`config.mk`:
```
export PLATFORM = sky130hd
export DESIGN_NAME = seq_divider
export DESIGN_NICKNAME = d
export VERILOG_FILES = /design/src/rtl/seq_divider.sv
export SDC_FILE = /design/constraint.sdc
export NUM_CORES = 1
export LEC_CHECK = 0
export BUFFER_PORTS_ARGS = -buffer_cell sky130_fd_sc_hd__buf_2
export CORE_MARGIN = 1.5
export CORE_UTILIZATION = 55
export CTS_CLUSTER_SIZE = 12
export DETAILED_ROUTE_END_ITERATION = 8
export HOLD_SLACK_MARGIN = 0.05
export PLACE_DENSITY = 0.77
export REMOVE_ABC_BUFFERS = 1
export SLEW_MARGIN = 20
export SYNTH_ARGS = -nofsm -noshare
export SYNTH_HDL_FRONTEND = slang
export SYNTH_SLANG_ARGS = --single-unit
```
`constraint.sdc`:
```
create_clock -name clk -period 1.75 [get_ports clk]
set_input_delay 0.0875 -clock clk [delete_from_list [all_inputs] [get_ports clk]]
set_output_delay 0.0875 -clock clk [all_outputs]
set_load 0.01 [all_outputs]
```
`src/rtl/seq_divider.sv`:
```
// seq_divider: 8-bit by 4-bit unsigned restoring divider, one quotient bit per cycle.
module seq_divider (
  input  logic       clk,
  input  logic       rst_n,
  input  logic       start,
  input  logic [7:0] dividend,
  input  logic [3:0] divisor,
  output logic [7:0] quotient,
  output logic [3:0] remainder,
  output logic       busy,
  output logic       done,
  output logic       div_by_zero
);
  typedef enum logic [1:0] {IDLE, CALC, DONE} state_t;
  state_t     state, state_nxt;
  logic [3:0] cnt;
  logic [7:0] dvd;
  logic [3:0] dvs;
  logic [3:0] rem;
  logic [7:0] q;
  logic [4:0] rem_sh;
  logic [3:0] rem_nxt;
  logic       ge;
  // Partial remainder always ends below 16, so only the shifted value needs the fifth bit.
  assign rem_sh  = {rem, dvd[7]};
  assign ge      = rem_sh >= {1'b0, dvs};
  assign rem_nxt = ge ? 4'(rem_sh - {1'b0, dvs}) : rem_sh[3:0];
  assign busy    = state == CALC;
  assign done    = state == DONE;
  always_ff @(posedge clk) begin
    if (!rst_n) state <= IDLE;
    else state <= state_nxt;
  end
  always_comb begin
    state_nxt = state;
    if (state == IDLE && start) state_nxt = divisor == 4'd0 ? DONE : CALC;
    else if (state == CALC && cnt == 4'd1) state_nxt = DONE;
    else if (state == DONE) state_nxt = IDLE;
  end
  always_ff @(posedge clk) begin
    if (!rst_n) begin
      cnt         <= '0;
      dvd         <= '0;
      dvs         <= '0;
      rem         <= '0;
      q           <= '0;
      quotient    <= '0;
      remainder   <= '0;
      div_by_zero <= 1'b0;
    end else if (state == IDLE && start) begin
      dvd <= dividend;
      dvs <= divisor;
      rem <= '0;
      q   <= '0;
      cnt <= 4'd8;
      if (divisor == 4'd0) begin
        quotient    <= 8'hFF;
        remainder   <= 4'hF;
        div_by_zero <= 1'b1;
      end
    end else if (state == CALC) begin
      rem <= rem_nxt;
      q   <= {q[6:0], ge};
      dvd <= {dvd[6:0], 1'b0};
      cnt <= cnt - 4'd1;
      if (cnt == 4'd1) begin
        quotient    <= {q[6:0], ge};
        remainder   <= rem_nxt;
        div_by_zero <= 1'b0;
      end
    end
  end
endmodule
```
# [Word level (Yosys, flattened, before mapping)]
# Cells that the tools add are included.
[op_classes] reduce_logical=9 n_eq_ne=4 bitwise_logic=1 add_sub_neg=2 mux=21 magnitude_cmp=1
[op_table] operator="8-bit two-way mux" n=6
[op_table] operator="4-bit two-way mux" n=7
[op_table] operator="2-bit two-way mux" n=4
[op_table] operator="5-bit by 4-bit >= comparator with 1-bit output" n=1
[op_table] operator="4-bit by 1-bit == test with 1-bit output, second input constant" n=1
[op_table] operator="4-bit zero test" n=1
[op_table] operator="1-bit two-way mux" n=4
[op_table] operator="2-bit nonzero test" n=2
[op_table] operator="4-bit by 1-bit subtractor with 4-bit output, second input constant" n=1
[op_table] operator="4-bit subtractor" n=1
[op_table] operator="3-bit AND reduction" n=1
[op_table] operator="3-bit nonzero test" n=1
[op_table] operator="2-bit by 1-bit == test with 1-bit output, second input constant" n=1
[op_table] operator="2-bit == test, second input constant" n=1
[op_table] operator="1-bit logical AND" n=2
[op_table] operator="2-bit zero test" n=1
[op_table] operator="2-bit by 1-bit inequality test with 1-bit output, second input constant" n=1
[op_table] operator="2-bit OR reduction" n=1
[op_table] operator="1-bit inverter" n=1
[word_totals] regBits=42 word_cells=48 out_inout_bits=15

# [Longest topological paths before layout]
[depth] depth_word=5 ltp_mapped=7 ltp_nobuf=7

# [Worst setup path after synthesis]
# No wires, ideal clock.
[synth_timing] path_type="reg-to-reg" startpoint="register dvs[1]" endpoint="register remainder[0]" stages_incl_launch_ff=8 synth_period_minus_slack_ps=1596 setup_slack_ps=154 setup_time_ps=119 arrival_ps=1477 path_buffers=0 path_cell_list="dfxtp_1 inv_1 ha_1 nor4_4 a22oi_1 nor2_1 o22ai_1 o221a_2"
[synth_via] elab_chain_cells=5
[synth_rtl] item="from (decl)" line_no="18" source="logic [3:0] dvs;"
[synth_rtl] item="from (signal assigned)" line_no="52" source="dvs <= divisor;"
[synth_rtl] item="5-bit by 4-bit >= comparator with 1-bit output" line_no="26" source="assign ge = rem_sh >= {1'b0, dvs};"
[synth_rtl] item="4-bit two-way mux" line_no="27" source="assign rem_nxt = ge ? 4'(rem_sh - {1'b0, dvs}) : rem_sh[3:0];"
[synth_rtl] item="4-bit two-way mux" line_no="66" source="if (cnt == 4'd1) begin"
[synth_rtl] item="4-bit two-way mux" line_no="61" source="end else if (state == CALC) begin"
[synth_rtl] item="4-bit two-way mux" line_no="50" source="end else if (state == IDLE && start) begin"
[synth_rtl] item="to (signal assigned)" line_no="68" source="remainder <= rem_nxt;"
[synth_rtl] item="to (decl)" line_no="9" source="output logic [3:0] remainder,"
# Every way passes these cells. The select of a mux whose other input is x is not followed.
# A chain may end at the register's enable or synchronous reset.

# [Worst setup path in the final report]
[layout_timing] startpoint="register dvs[1]" endpoint="register quotient[0]"
[layout_via] elab_chain_cells=4
[layout_rtl] item="5-bit by 4-bit >= comparator with 1-bit output" line_no="26"
[layout_rtl] item="8-bit two-way mux" line_no="66"
[layout_rtl] item="8-bit two-way mux" line_no="61"
[layout_rtl] item="8-bit two-way mux" line_no="50"
[layout_rtl] item="to (signal assigned)" line_no="67" source="quotient <= {q[6:0], ge};"
[layout_rtl] item="to (decl)" line_no="8" source="output logic [7:0] quotient,"
# Every way passes these cells. The select of a mux whose other input is x is not followed.

==> flow_summary.ini <==
[detailed_routing]
vias = 1658
drt_iter0_drc = 90
drc = 0
drt-vias-per-instance = 5.545
antenna_left = 0
wire_per_inst_um = 13.77
wirelength_um = 4116
dr.pass1.iters = 4

[floorplanning]
start_util_pct = 59.32
fp.dieW_um = 61.09
rows = 20
die_area_um2 = 3731
ios = 30
die_h_um = 61.09
coreArea_um2 = 3128

[global_routing]
grt_remaining_overflow = 0
grt_use_total_pct = 24.64
grt_max_degree = 24
grt_antenna_before_repair = 0
first_global_vias = 1530
grt_pass1_wl_um = 6734

[setup_path]
worstPathCellList = inv_2 > ha_4 > nor4_4 > a22oi_2 > buf_4 > buf_4 > o221a_2
crit_fanout = 4
crit_end = quotient[0]
crit_path_max_incr_delay_ns = 0.35
rr_worst_depth = 7
worst-setup-path-type = reg -> reg
crit_cells = 7
worst_ep_required_time_ns = 2.00
r2r_setup_slack_ns = 0.05
path_buf_inv = 3
critPathLaunch = dvs[1]
setup.worst_path.end_class = flip-flop
worstPathArrival_ns = 1.94
timing.rr.start = dvs[1]
cp_top_family = compound AO/OA/AOI/OAI gates
critical_path.startpoint_type = flip-flop
crit_path_frequent_cell = buf_4
cp_slowest_cell = dfxtp_2
r2r-end = quotient[0]

[final_layout]
final_area_um2 = 2293
drive_gt1_share_pct = 27.45
num_antenna_cells = 0
syn2layout_area_growth_pct = 23.60
n_fill_cell = 255
finish.net_count = 276

[clocking]
tritoncts = done
clk_pin_slew_ns = 0.12
worst_skew_pair.late_latency_ns = 0.34
cts_made_buffers = 5
clock-root-buffer = clkbuf_4
h-tree-depth = 2
clk_path_buf_depth = 2
clock_sinks = 42

[timing]
fmax_mhz = 589.0
grt_setup_unrepaired = true
relSlewSlack_pct = 72.81
finalSetupTns_ns = 0
hold_viol_final = 0
final_max_slew_viol_count = 0
fin_crit_sh_pct = 97.01
min_period_ns = 1.698
finalSetupViolCount = 0
skew_ns = 0.004142
worst_pin_slew_ns = 0.4064

[run]
max_cap_viol_count = 0

[placed_design]
port_buffers = 29
hpwl_um = 2678
gp_congestion = 0.9157
post_dp_cell_area_um2 = 2051

[status]
status = complete, no violations

[hold_path]
hold_path_class = in -> reg

[logic_synthesis]
synth_area_per_cell_um2 = 8.964
netlist_instances = 207
syn_area_um2 = 1856
ys_warn_count = 0
seq_area_frac_synth_pct = 45.31
synth.distinct_cells = 37
ys_ff_latch = 42

[pwr]
powerDensity_nw_per_um2 = 863.8
p_leak_nw = 1.009
vdd_drop_max_mv = 0.6379
## layout by cell type (no fill, tap or decap), types with 2 or more instances in the layout
cell           count
clkbuf_4           5
a211oi_1           2
and2_1             2
dfxtp_1           40
nor2_1            11
buf_4             12
ha_1               3
o21ai_0            2
nand2b_1           2
a21oi_1           13
ha_4               2
a21boi_0           6
o22ai_1            3
mux2i_1            2
dfxtp_2            2
buf_2             29
nand3_1            9
nand2_1           43
inv_1             10
o221a_2            9
xnor2_1            3
nor2b_1            3
o21ai_2            2
a22oi_1            3
o21ai_1            3
dlygate4sd3_1     12
o211a_1            6
## how the worst min path moves through the flow
stage                           start      endpoint  cells after the start
after floorplan                 rst_n  remainder[1]                      2
after global placement    dividend[1]        dvd[1]                      2
after detailed placement  dividend[2]        dvd[2]                      2
after CTS                       rst_n  remainder[1]                      3
after global routing            rst_n   quotient[1]                      2
final                           rst_n  remainder[1]                      3
## cell type report
cell class / count / area (µm²) / area share, %
Clock buffer: 6 / 41.29 / 1.800
Timing Repair Buffer: 53 / 355.3 / 15.49
Inverter: 11 / 41.29 / 1.800
Multi-Input combinational cell: 141 / 943.4 / 41.13
Sequential cell: 42 / 843.3 / 36.77
Tap cell: 44 / 55.05 / 2.400
Clock inverter: 2 / 13.76 / 0.6001
## layer usage
metal / track usage [%] / share of wire, % / up-vias
li1: - / - / 815
met1: 28.74 / 42 / 786
met4: 8.385 / 1.5 / 0
met2: 42.55 / 53 / 48
met5: 0 / 0 / -
met3: 7.983 / 3.9 / 9
## cells in the mapped netlist, drive strengths merged
cell type	number	share of area [%]
nand3	9	2.4
a21oi	13	3.5
or4	1	0.61
o31ai	1	0.40
inv	11	2.2
a31oi	1	0.34
clkbuf	3	0.61
and2	2	0.67
mux2i	2	1.1
a22oi	4	1.9
nand2b	2	0.67
o21a	1	0.40
dfxtp	42	45
ha	6	4.0
o221a	9	5.5
nor4	2	1.5
fa	1	1.1
xnor2	3	1.4
xor2	1	0.47
o211a	6	3.2
a21boi	6	2.4
nand2	43	8.7
nor2b	3	1.0
o21ai	8	3.0
o22ai	3	1.0
buf	10	2.9
a211oi	2	0.81
nor2	11	2.2
mux2	1	0.61
## power breakdown
group	total (mW)	switching, mW	internal [mW]	leakage [nW]
registers	1.05	0.0377	1.01	0.343
logic	0.455	0.236	0.220	0.633
clock network	0.476	0.318	0.158	0.0322
total	1.98	0.591	1.39	1.01
## through the flow
stage | hold slack (ns) | std cells | power, mW | worst slack [ns] | util, %
after global routing | 0.09701 | 299 | 2.094 | 0.002501 | 73.32
after floorplan | 0.1983 | 194 | 1.325 | -0.4670 | -
after detailed placement | 0.3326 | 275 | 1.454 | -0.03675 | 65.56
after global placement | 0.3268 | 275 | 1.436 | 0.09381 | 65.56
final | 0.09453 | 299 | 1.981 | 0.05234 | 73.32
after CTS | 0.09190 | 296 | 1.947 | 0.01093 | 71.40
## kinds of logic after synthesis
group,Yosys count,share of synthesized area (%)
flip-flops,42,45.31
buffers and inverters,24,5.732
adder cells (fa/ha/maj),7,5.125
XOR/XNOR,4,1.888
multiplexers,3,1.686
AO/OA/AOI/OAI,54,22.45
AND/OR/NAND/NOR,73,17.80
## flip-flops by register name, indices dropped and copies added, names as in the netlist
register,flops
cnt,4
rem,4
dvs,4
dvd,8
remainder,4
state,2
quotient,8
div_by_zero,1
q,7
## what timing repair did
| action | CTS | global route |
|---|---|---|
| buffers inserted | 1 | 3 |
| pin swaps | 2 | 4 |
| hold buffers | 12 | 0 |
| resized for setup | 0 | 10 |
| setup endpoints to repair | 3 | 8 |
| hold endpoints to repair | 12 | 0 |
## worst reg2reg max path, delay by kind of cell (launching register included)
family | cells | cell delay [ns]
AO/OA/AOI/OAI | 2 | 0.42
flip-flops | 1 | 0.35
AND/OR/NAND/NOR | 1 | 0.33
adder cells (fa/ha/maj) | 1 | 0.17
buffers and inverters | 3 | 0.33
(Power assumes the default switching activity.)
